$ cat config.mk
export PLATFORM = sky130hd
export DESIGN_NAME = ex_stage
export DESIGN_NICKNAME = d
export VERILOG_FILES = /design/src/rtl/ex_stage.sv
export SDC_FILE = /design/constraint.sdc
export NUM_CORES = 1
export LEC_CHECK = 0
export ABC_AREA = 0
export BUFFER_PORTS_ARGS = -buffer_cell sky130_fd_sc_hd__buf_2
export CORE_MARGIN = 3
export CORE_UTILIZATION = 35
export DETAILED_ROUTE_END_ITERATION = 16
export PLACE_DENSITY = 0.55
export REMOVE_ABC_BUFFERS = 1
export SYNTH_ARGS = -nofsm -noshare
export SYNTH_HDL_FRONTEND = slang
export SYNTH_SLANG_ARGS = --single-unit
export TNS_END_PERCENT = 100
$ cat constraint.sdc
create_clock -name clk -period 12.7 [get_ports clk]
set_clock_uncertainty 0.1 [all_clocks]
set_input_delay 1.27 -clock clk [delete_from_list [all_inputs] [get_ports clk]]
set_output_delay 1.27 -clock clk [all_outputs]
set_load 0.005 [all_outputs]
$ cat src/rtl/ex_stage.sv
// ex_stage: execute stage with single-cycle ALU, branch resolution and a 34-edge shift-add multiplier.
// All state updates on the falling edge of clk.
module ex_stage (
  input  logic         clk,
  input  logic         rst,
  input  logic [163:0] id_ex,
  output logic         stall,
  output logic [107:0] ex_mem
);
  typedef enum logic [1:0] {IDLE, MUL, DONE} state_t;
  state_t state_q, state_d;
  logic [31:0] mcand_q, mcand_d, mplier_q, mplier_d, acc_q, acc_d, rt_q, rt_d;
  logic [5:0] cnt_q, cnt_d;
  logic [9:0] ctrl_q, ctrl_d;
  logic [4:0] dest_q, dest_d;
  logic [107:0] ex_mem_q, ex_mem_d;
  logic [31:0] se, rs, rt, pc, op_b, alu, br_tgt;
  logic [25:0] l26;
  logic [9:0] ctrl;
  logic [2:0] op;
  logic [4:0] dest;
  logic in_valid, is_mul, br_taken, slt, unused;
  assign {se, rs, rt, l26, pc, ctrl} = id_ex;
  assign op = ctrl[3:1];
  assign in_valid = |id_ex;
  assign is_mul = in_valid && op == 3'b111;
  assign op_b = ctrl[4] ? se : rt;
  assign dest = ctrl[5] ? l26[15:11] : l26[20:16];
  assign br_taken = ctrl[0] && rs == rt;
  assign br_tgt = pc + {se[29:0], 2'b00};
  assign slt = $signed(rs) < $signed(op_b);
  assign unused = ^{l26[25:21], l26[5:0]};
  assign alu = op == 3'd0 ? rs + op_b :
               op == 3'd1 ? rs - op_b :
               op == 3'd2 ? rs & op_b :
               op == 3'd3 ? rs | op_b :
               op == 3'd4 ? {31'b0, slt} :
               op == 3'd5 ? rt << l26[10:6] :
               op == 3'd6 ? rs - op_b : 32'h0;
  assign stall = state_q == MUL || (state_q == IDLE && is_mul);
  assign ex_mem = ex_mem_q;
  always_comb begin
    state_d = state_q;
    mcand_d = mcand_q;
    mplier_d = mplier_q;
    acc_d = acc_q;
    cnt_d = cnt_q;
    ctrl_d = ctrl_q;
    dest_d = dest_q;
    rt_d = rt_q;
    ex_mem_d = '0;
    case (state_q)
      IDLE: if (is_mul) begin
        state_d = MUL;
        mcand_d = rs;
        mplier_d = op_b;
        acc_d = '0;
        cnt_d = '0;
        ctrl_d = ctrl;
        dest_d = dest;
        rt_d = rt;
      end else ex_mem_d = {alu, rt, br_tgt, dest, br_taken, ctrl[9:6], in_valid, 1'b0};
      MUL: begin
        acc_d = mplier_q[0] ? acc_q + mcand_q : acc_q;
        mcand_d = mcand_q << 1;
        mplier_d = mplier_q >> 1;
        cnt_d = cnt_q + 6'd1;
        state_d = cnt_q == 6'd31 ? DONE : MUL;
      end
      DONE: begin
        state_d = IDLE;
        ex_mem_d = {acc_q, rt_q, br_tgt, dest_q, 1'b0, ctrl_q[9:6], 1'b1, 1'b1};
      end
      default: state_d = IDLE;
    endcase
  end
  always_ff @(negedge clk or posedge rst) begin
    if (rst) begin
      state_q <= IDLE;
      mcand_q <= '0;
      mplier_q <= '0;
      acc_q <= '0;
      cnt_q <= '0;
      ctrl_q <= '0;
      dest_q <= '0;
      rt_q <= '0;
      ex_mem_q <= '0;
    end else begin
      state_q <= state_d;
      mcand_q <= mcand_d;
      mplier_q <= mplier_d;
      acc_q <= acc_d;
      cnt_q <= cnt_d;
      ctrl_q <= ctrl_d;
      dest_q <= dest_d;
      rt_q <= rt_d;
      ex_mem_q <= ex_mem_d;
    end
  end
endmodule

After elaboration in Yosys (flattened, before gate mapping)

Cells that the tools add are included.

Bits of input ports: 166
Output and inout port bits: 109
Register bits after elaboration: 259
Word-level logic and storage cells: 65

Mux-type cells: 23
Bitwise operators: 2
Equal/unequal tests: 13
Order comparisons: 1
$add $sub $neg: 5
Reduce and logical (&&, ||, !) cells: 11
Shift operators: 1

Operator list:

| operator                                             | number |
|---|---|
| two-way mux 32 bit                                   | 12 |
| case mux 108 bit (2 select lines)                    | 1 |
| case mux 32 bit (2 select lines)                     | 3 |
| OR reduction 164 bit                                 | 1 |
| two-way mux 108 bit                                  | 1 |
| adder 32 bit                                         | 3 |
| AND 32 bit                                           | 1 |
| equality test 32 bit                                 | 1 |
| < comparator 32 bit                                  | 1 |
| OR 32 bit                                            | 1 |
| << shifter 32 x 5 -> 32 bit                          | 1 |
| subtractor 32 bit                                    | 1 |
| equality test 3 bit (second input constant)          | 4 |
| case mux 6 bit (2 select lines)                      | 1 |
| adder 6 x 1 -> 6 bit (second input constant)         | 1 |
| equality test 3 x 2 -> 1 bit (second input constant) | 2 |
| equality test 6 x 5 -> 1 bit (second input constant) | 1 |
| two-way mux 6 bit                                    | 1 |
| two-way mux 5 bit                                    | 1 |
| two-way mux 2 bit                                    | 2 |
| != test 2 bit (second input constant)                | 2 |
| case mux 2 bit (2 select lines)                      | 1 |
| AND reduction 2 bit                                  | 2 |
| equality test 3 x 1 -> 1 bit (second input constant) | 1 |
| 8 further kinds                                      | 10 |

Longest topological paths before layout

Gate-level depths: netlist of the first run.

Word-level depth: 11
Depth in mapped cells: 16
Gate-level depth less buffers: 14

==> results.sh, run 1 <==
export IMPL_synthArstFlopShare=1.000
export IMPL_rows=88
export IMPL_via_count=20600
export IMPL_cts_hold_buf=0
export IMPL_cellPowerDensity_nw_per_um2=156.6
export IMPL_critPathRequiredTime_ps=6630
export IMPL_root_buffer="clkbuf_16"
export IMPL_ir_worst_vdd_v=0.00009271
export IMPL_final_nets=3101
export IMPL_routedWlPerCell_um=24.99
export IMPL_comb_power_share=0.454
export IMPL_grt_pass1_wl_mm=129.0
export IMPL_drt_iter0_markers=1870
export IMPL_setup_viol=0
export IMPL_clkLatencyLatePin_ps=570
export IMPL_grtUsageTotal=0.2773
export IMPL_yosysWarnings=0
export IMPL_htreeDepth=1
export IMPL_syn_to_final_growth_pct=15.62
export IMPL_leakage_nw=11.52
export IMPL_globalplace_congestion=0.9864
export IMPL_hold_viol=0
export IMPL_io_pins=275
export IMPL_via_per_inst=5.826
export IMPL_ys_seq_elements=253
export IMPL_ys_flop_type="dfrtn_1"
export IMPL_hp_class="reg2reg"
export IMPL_crit_fanout=10
export IMPL_synth_top_area_frac=0.3079
export IMPL_postCtsSetupBuffers=0
export IMPL_route_detailed_drc=0
export IMPL_worst_slack_ps=1173
export IMPL_cts_buffer_depth=3
export IMPL_avgSynthCellArea_um2=8.117
export IMPL_grt_pass1_vias=19760
export IMPL_status="complete, no violations"
export IMPL_multi_input_area_um2=13250
export IMPL_ys_types=75
export IMPL_synthCells=2533
export IMPL_die_w_um=248.4
export IMPL_port_buffers=274
export IMPL_core_region_area_um2=57920
export IMPL_ant_nets=0
export IMPL_synth_area_um2=20560
export IMPL_ys_seq_area_frac=0.3079
export IMPL_p_int_mw=2.185
export IMPL_grt_max_degree=151
export IMPL_drive_above_1_share=0.1496
export IMPL_worstMarginPinSlew_ps=926.9
export IMPL_cts_sinks=253
export IMPL_initial_core_util=0.3550
export IMPL_die_area_um2=61690
export IMPL_synth_commonest_cells="384 x nand2_1, 253 x dfrtn_1, 216 x nor2_1"
export IMPL_slew_headroom=0.3661
export IMPL_slew_viol_final=0
export IMPL_cts_made_buffers=30
export IMPL_first_pass_iters=8
export IMPL_synth_most_common_cell="nand2_1"
export IMPL_synth_edf_count=0
export IMPL_instances_no_fill=3536
export IMPL_swShare=0.4133
export IMPL_clock_power_share=0.227
export IMPL_antenna_found_initial=4
export IMPL_place_inst=3478
export IMPL_p_switching_mw=1.539
export IMPL_p_seq_frac=0.318
export IMPL_grt_setup_unrepaired="false"
export IMPL_final_core_util=0.4105
export IMPL_cts_tree="built"
export IMPL_die_h_um=248.4
export IMPL_wl_mm=88.36
export IMPL_nFillCells=5976
export IMPL_grt_overflow=0
export IMPL_holdWs_ps=321.8
export IMPL_cp_start_kind="primary input"
export IMPL_dp_hpwl_mm=68.83
export IMPL_seqCellArea_um2=6331
export IMPL_power_total_mw=3.723
export IMPL_end_kind="flip-flop"
export IMPL_yosysTopAreaCell="dfrtn_1"
export IMPL_worstSetupPathType="in2reg"
export IMPL_synth_area_leaders="dfrtn_1 31%, ha_1 11%, nand2_1 7.0%"
export IMPL_clk_pin_slew_ps=40
export IMPL_drv_cap=0
export IMPL_cts_resized=0
export IMPL_post_place_ws_ps=727.3
export IMPL_cp_arrival_ps=5460
## worst paths after layout
| path | start | to | slack (ps) | cells after the start |
|---|---|---|---|---|
| max | id_ex[4] | ex_mem[104] | 1170 | 15 |
| min | ctrl_q[9] | ctrl_q[9] | 320 | 2 |
| max reg2reg | mcand_q[0] | acc_q[28] | 9090 | 12 |
| min reg2reg | ctrl_q[9] | ctrl_q[9] | 320 | 2 |
| max in group asynchronous | rst | ex_mem[96] | 4200 | 3 |
| min in group asynchronous | rst | ex_mem[3] | 6910 | 2 |
## critical path, stage by stage
cell	delay [ps]
buf_2	320
mux2i_1	400
inv_1	140
ha_1	220
fa_1	440
o21ba_2	250
nor4_1	330
o311ai_1	320
a211oi_1	490
or4_1	220
nand3_1	170
o21ai_0	410
xnor2_1	150
o21ai_0	190
o2111ai_1	140
## cell families after synthesis
family | Yosys count | synth area share
AOI/OAI and AO/OA | 733 | 0.2264
adders and majority gates | 190 | 0.1171
xor gates and xnor gates | 137 | 0.05836
and+or+nand+nor | 852 | 0.1846
DFF | 253 | 0.3079
muxes | 100 | 0.05623
buffers and inverters | 268 | 0.04929
## layer usage
| layer | GRT usage | wire (µm) | part of all wire | vias up |
|---|---|---|---|---|
| met1 | 0.3913 | 39110 | 0.44 | 10030 |
| li1 | - | - | - | 9443 |
| met5 | 0 | 41 | 0.00046 | - |
| met3 | 0.03262 | 6878 | 0.078 | 158 |
| met4 | 0.09590 | 3366 | 0.038 | 6 |
| met2 | 0.4389 | 38960 | 0.44 | 966 |
## stage by stage
step | TNS (ps) | instance area [µm²]
3_3_place_gp | 0 | 22810
2_1_floorplan | -441920 | 20000
6_report | 0 | 23770
3_5_place_dp | 0 | 22810
5_1_grt | 0 | 23770
4_1_cts | 0 | 23760
## registers in the layout, summed over array words and instances (netlist names)
| name | cells |
|---|---|
| mplier_q | 32 |
| cnt_q | 6 |
| state_q | 2 |
| mcand_q | 32 |
| dest_q | 5 |
| ex_mem | 108 |
| ctrl_q | 4 |
| acc_q | 32 |
| rt_q | 32 |
## power by group through the flow
stage	registers [mW]	logic [mW]	clock network (mW)
2_1_floorplan	1.15	1.17	0
3_3_place_gp	1.19	1.63	0
3_5_place_dp	1.19	1.66	0
4_1_cts	1.18	1.67	0.869
5_1_grt	1.21	1.88	0.902
6_report	1.19	1.69	0.847
## layout by cell type, fill, tap and decap left out, types with 31 or more instances in the layout
| master | synthesis | layout |
|---|---|---|
| a31oi_1 | 51 | 51 |
| clkbuf_16 | 0 | 31 |
| nor3_1 | 36 | 35 |
| a22o_1 | 48 | 48 |
| nand3_1 | 33 | 33 |
| nor4_1 | 61 | 61 |
| nor2_1 | 216 | 212 |
| xnor2_1 | 69 | 69 |
| dfrtn_1 | 253 | 253 |
| a21o_1 | 47 | 47 |
| xor2_1 | 68 | 68 |
| a21oi_1 | 198 | 198 |
| ha_1 | 186 | 186 |
| inv_1 | 118 | 117 |
| o21ai_0 | 185 | 185 |
| buf_4 | 0 | 51 |
| buf_2 | 4 | 274 |
| mux2i_1 | 84 | 84 |
| nand2_1 | 384 | 384 |
## layout make-up
type,instances,area share
inverter,120,0.01926
timing repair buffer,328,0.07632
antenna,3,0.0003158
multi-input combinational,2012,0.5576
clock inverter,15,0.003790
clock buffer,40,0.03616
sequential,253,0.2663
tap,765,0.04027
Power figures use the tool's default switching activity.
==> inputs of run 2 (changes only) <==
==> constraint.sdc (replaced) <==
create_clock -name clk -period 11.81 [get_ports clk]
set_clock_uncertainty 0.1 [all_clocks]
set_input_delay 1.181 -clock clk [delete_from_list [all_inputs] [get_ports clk]]
set_output_delay 1.181 -clock clk [all_outputs]
set_load 0.005 [all_outputs]
==> results.sh, run 2 (synthesized netlist as in run 1, its figures left out) <==
export IMPL_hold_end="ex_mem[11]"
export IMPL_grt_max_degree=150
export IMPL_holdWs_ps=321.1
export IMPL_via_per_inst=5.767
export IMPL_clk_pin_slew_ps=40
export IMPL_crit_chain="buf_2 -> buf_12 -> mux2i_1 -> ha_1 -> nor4bb_1 -> and2_1 -> nand4_1 -> nand4b_1 -> o21ai_0 -> o31ai_1 -> a31oi_1 -> and3b_1 -> nor3_1 -> o2111ai_1"
export IMPL_globalplace_congestion=0.9947
export IMPL_critPathRequiredTime_ps=6170
export IMPL_io_pins=275
export IMPL_critPathSlowestCell="mux2i_1"
export IMPL_rrSetupSlack_ps=8090
export IMPL_layout_common_cells="384 x nand2_1, 274 x buf_2, 253 x dfrtn_1"
export IMPL_grt_pass1_wl_mm=131.8
export IMPL_r2r_end="acc_q[28]"
export IMPL_crit_fanout=27
export IMPL_nFillCells=5908
export IMPL_clkLatencyLatePin_ps=560
export IMPL_cp_arrival_ps=5260
export IMPL_syn_to_final_growth_pct=17.00
export IMPL_first_pass_iters=6
export IMPL_drv_cap=0
export IMPL_critPathBufInv=2
export IMPL_crit_family="simple AND/OR/NAND/NOR gates"
export IMPL_whs_path_depth=2
export IMPL_reg2regPathDepth=12
export IMPL_cts_tree="built"
export IMPL_slew_headroom=0.4331
export IMPL_place_inst=3490
export IMPL_worstMarginPinSlew_ps=826.7
export IMPL_antenna_found_initial=7
export IMPL_rows=88
export IMPL_routedWlPerCell_um=25.38
export IMPL_slew_viol_final=0
export IMPL_drive_above_1_share=0.1533
export IMPL_htreeDepth=2
export IMPL_end_kind="flip-flop"
export IMPL_grt_pass1_vias=20110
export IMPL_root_buffer="clkbuf_16"
export IMPL_largest_reg_flops=108
export IMPL_instances_no_fill=3555
export IMPL_cts_sinks=253
export IMPL_worstSetupPathType="in2reg"
export IMPL_postCtsSetupBuffers=0
export IMPL_die_w_um=248.4
export IMPL_hold_path_startpoint="dest_q[4]"
export IMPL_place_area_um2=22920
export IMPL_cp_start_kind="primary input"
export IMPL_ant_nets=0
export IMPL_cts_buffer_depth=3
export IMPL_grtUsageTotal=0.2870
export IMPL_slowest_delay_ps=610
export IMPL_ir_worst_vdd_v=0.00009826
export IMPL_post_place_ws_ps=470.7
export IMPL_wl_mm=90.22
export IMPL_cts_resized=0
export IMPL_crit_reg2reg_launch="acc_q[0]"
export IMPL_port_buffers=274
export IMPL_hp_class="reg2reg"
export IMPL_die_area_um2=61690
export IMPL_cts_hold_buf=0
export IMPL_initial_core_util=0.3550
export IMPL_grt_overflow=0
export IMPL_setup_viol=0
export IMPL_die_h_um=248.4
export IMPL_fin_area_um2=24060
export IMPL_via_count=20500
export IMPL_cellPowerDensity_nw_per_um2=173.0
export IMPL_core_region_area_um2=57920
export IMPL_cts_made_buffers=34
export IMPL_status="complete, no violations"
export IMPL_final_nets=3117
export IMPL_worst_slack_ps=905.1
export IMPL_grt_setup_unrepaired="false"
export IMPL_hold_viol=0
export IMPL_drt_iter0_markers=1791
export IMPL_route_detailed_drc=0
export IMPL_layout_commonest_cell="nand2_1"
export IMPL_leakage_nw=11.65
export IMPL_dp_hpwl_mm=70.60
## run 2: cell count changes in the layout (fill, tap and decap cells not counted)
cell       delta
buf_4        +11
clkinv_2      -6
clkbuf_1      +5
clkbuf_16     +4
bufinv_16     +3
clkbuf_8      -3
inv_6         +3
clkinv_4      -2
clkinv_8      +2
buf_12        +1
diode_2       +1
## run 2: final cells by class
cell class	count	area, µm²	area share
multi-input cells	2012	13250	0.5510
flip-flops and latches	253	6331	0.2632
repair buffers	340	1917	0.07968
well taps	765	957.2	0.03979
clock buffers	46	937.1	0.03896
inverters	120	457.9	0.01904
clock inverters	15	191.4	0.007958
diodes	4	10.01	0.0004161
## run 2: tightest hold or removal path, delay by kind of cell, from the launching register on
family / cells / cell delay, ps
AO/OA/AOI/OAI: 1 / 60
flip-flops: 1 / 400
AND/OR/NAND/NOR: 1 / 40
## run 2: where the power goes
part,switching [mW],internal (mW)
combinational,1.09,0.735
sequential,0.161,1.11
clock,0.433,0.630
total,1.69,2.47
## run 2: worst max-delay path by stage
stage | depth (start not counted) | end | slack (ps) | start
floorplan | 1 | acc_q[0] | -2100 | rst
detailed placement | 14 | ex_mem[104] | 470 | id_ex[4]
global route | 14 | ex_mem[104] | 710 | id_ex[4]
global placement | 14 | ex_mem[104] | 560 | id_ex[4]
CTS | 14 | ex_mem[104] | 1030 | id_ex[4]
finish | 14 | ex_mem[104] | 910 | id_ex[4]
## run 2: through the flow
| stage | util | power (mW) | setup TNS, ps |
|---|---|---|---|
| after floorplan | - | 2.492 | -531990 |
| after global placement | 0.3957 | 3.051 | 0 |
| after detailed placement | 0.3957 | 3.082 | 0 |
| after CTS | 0.4152 | 4.174 | 0 |
| after global routing | 0.4153 | 4.450 | 0 |
| final | 0.4154 | 4.161 | 0 |
## run 2: layer usage
| layer | share of wire | global-route usage | wire, µm |
|---|---|---|---|
| met4 | 0.044 | 0.1183 | 3971 |
| met1 | 0.44 | 0.3941 | 39940 |
| met2 | 0.44 | 0.4482 | 39450 |
| met3 | 0.076 | 0.04715 | 6818 |
| met5 | 0.00035 | 0 | 32 |
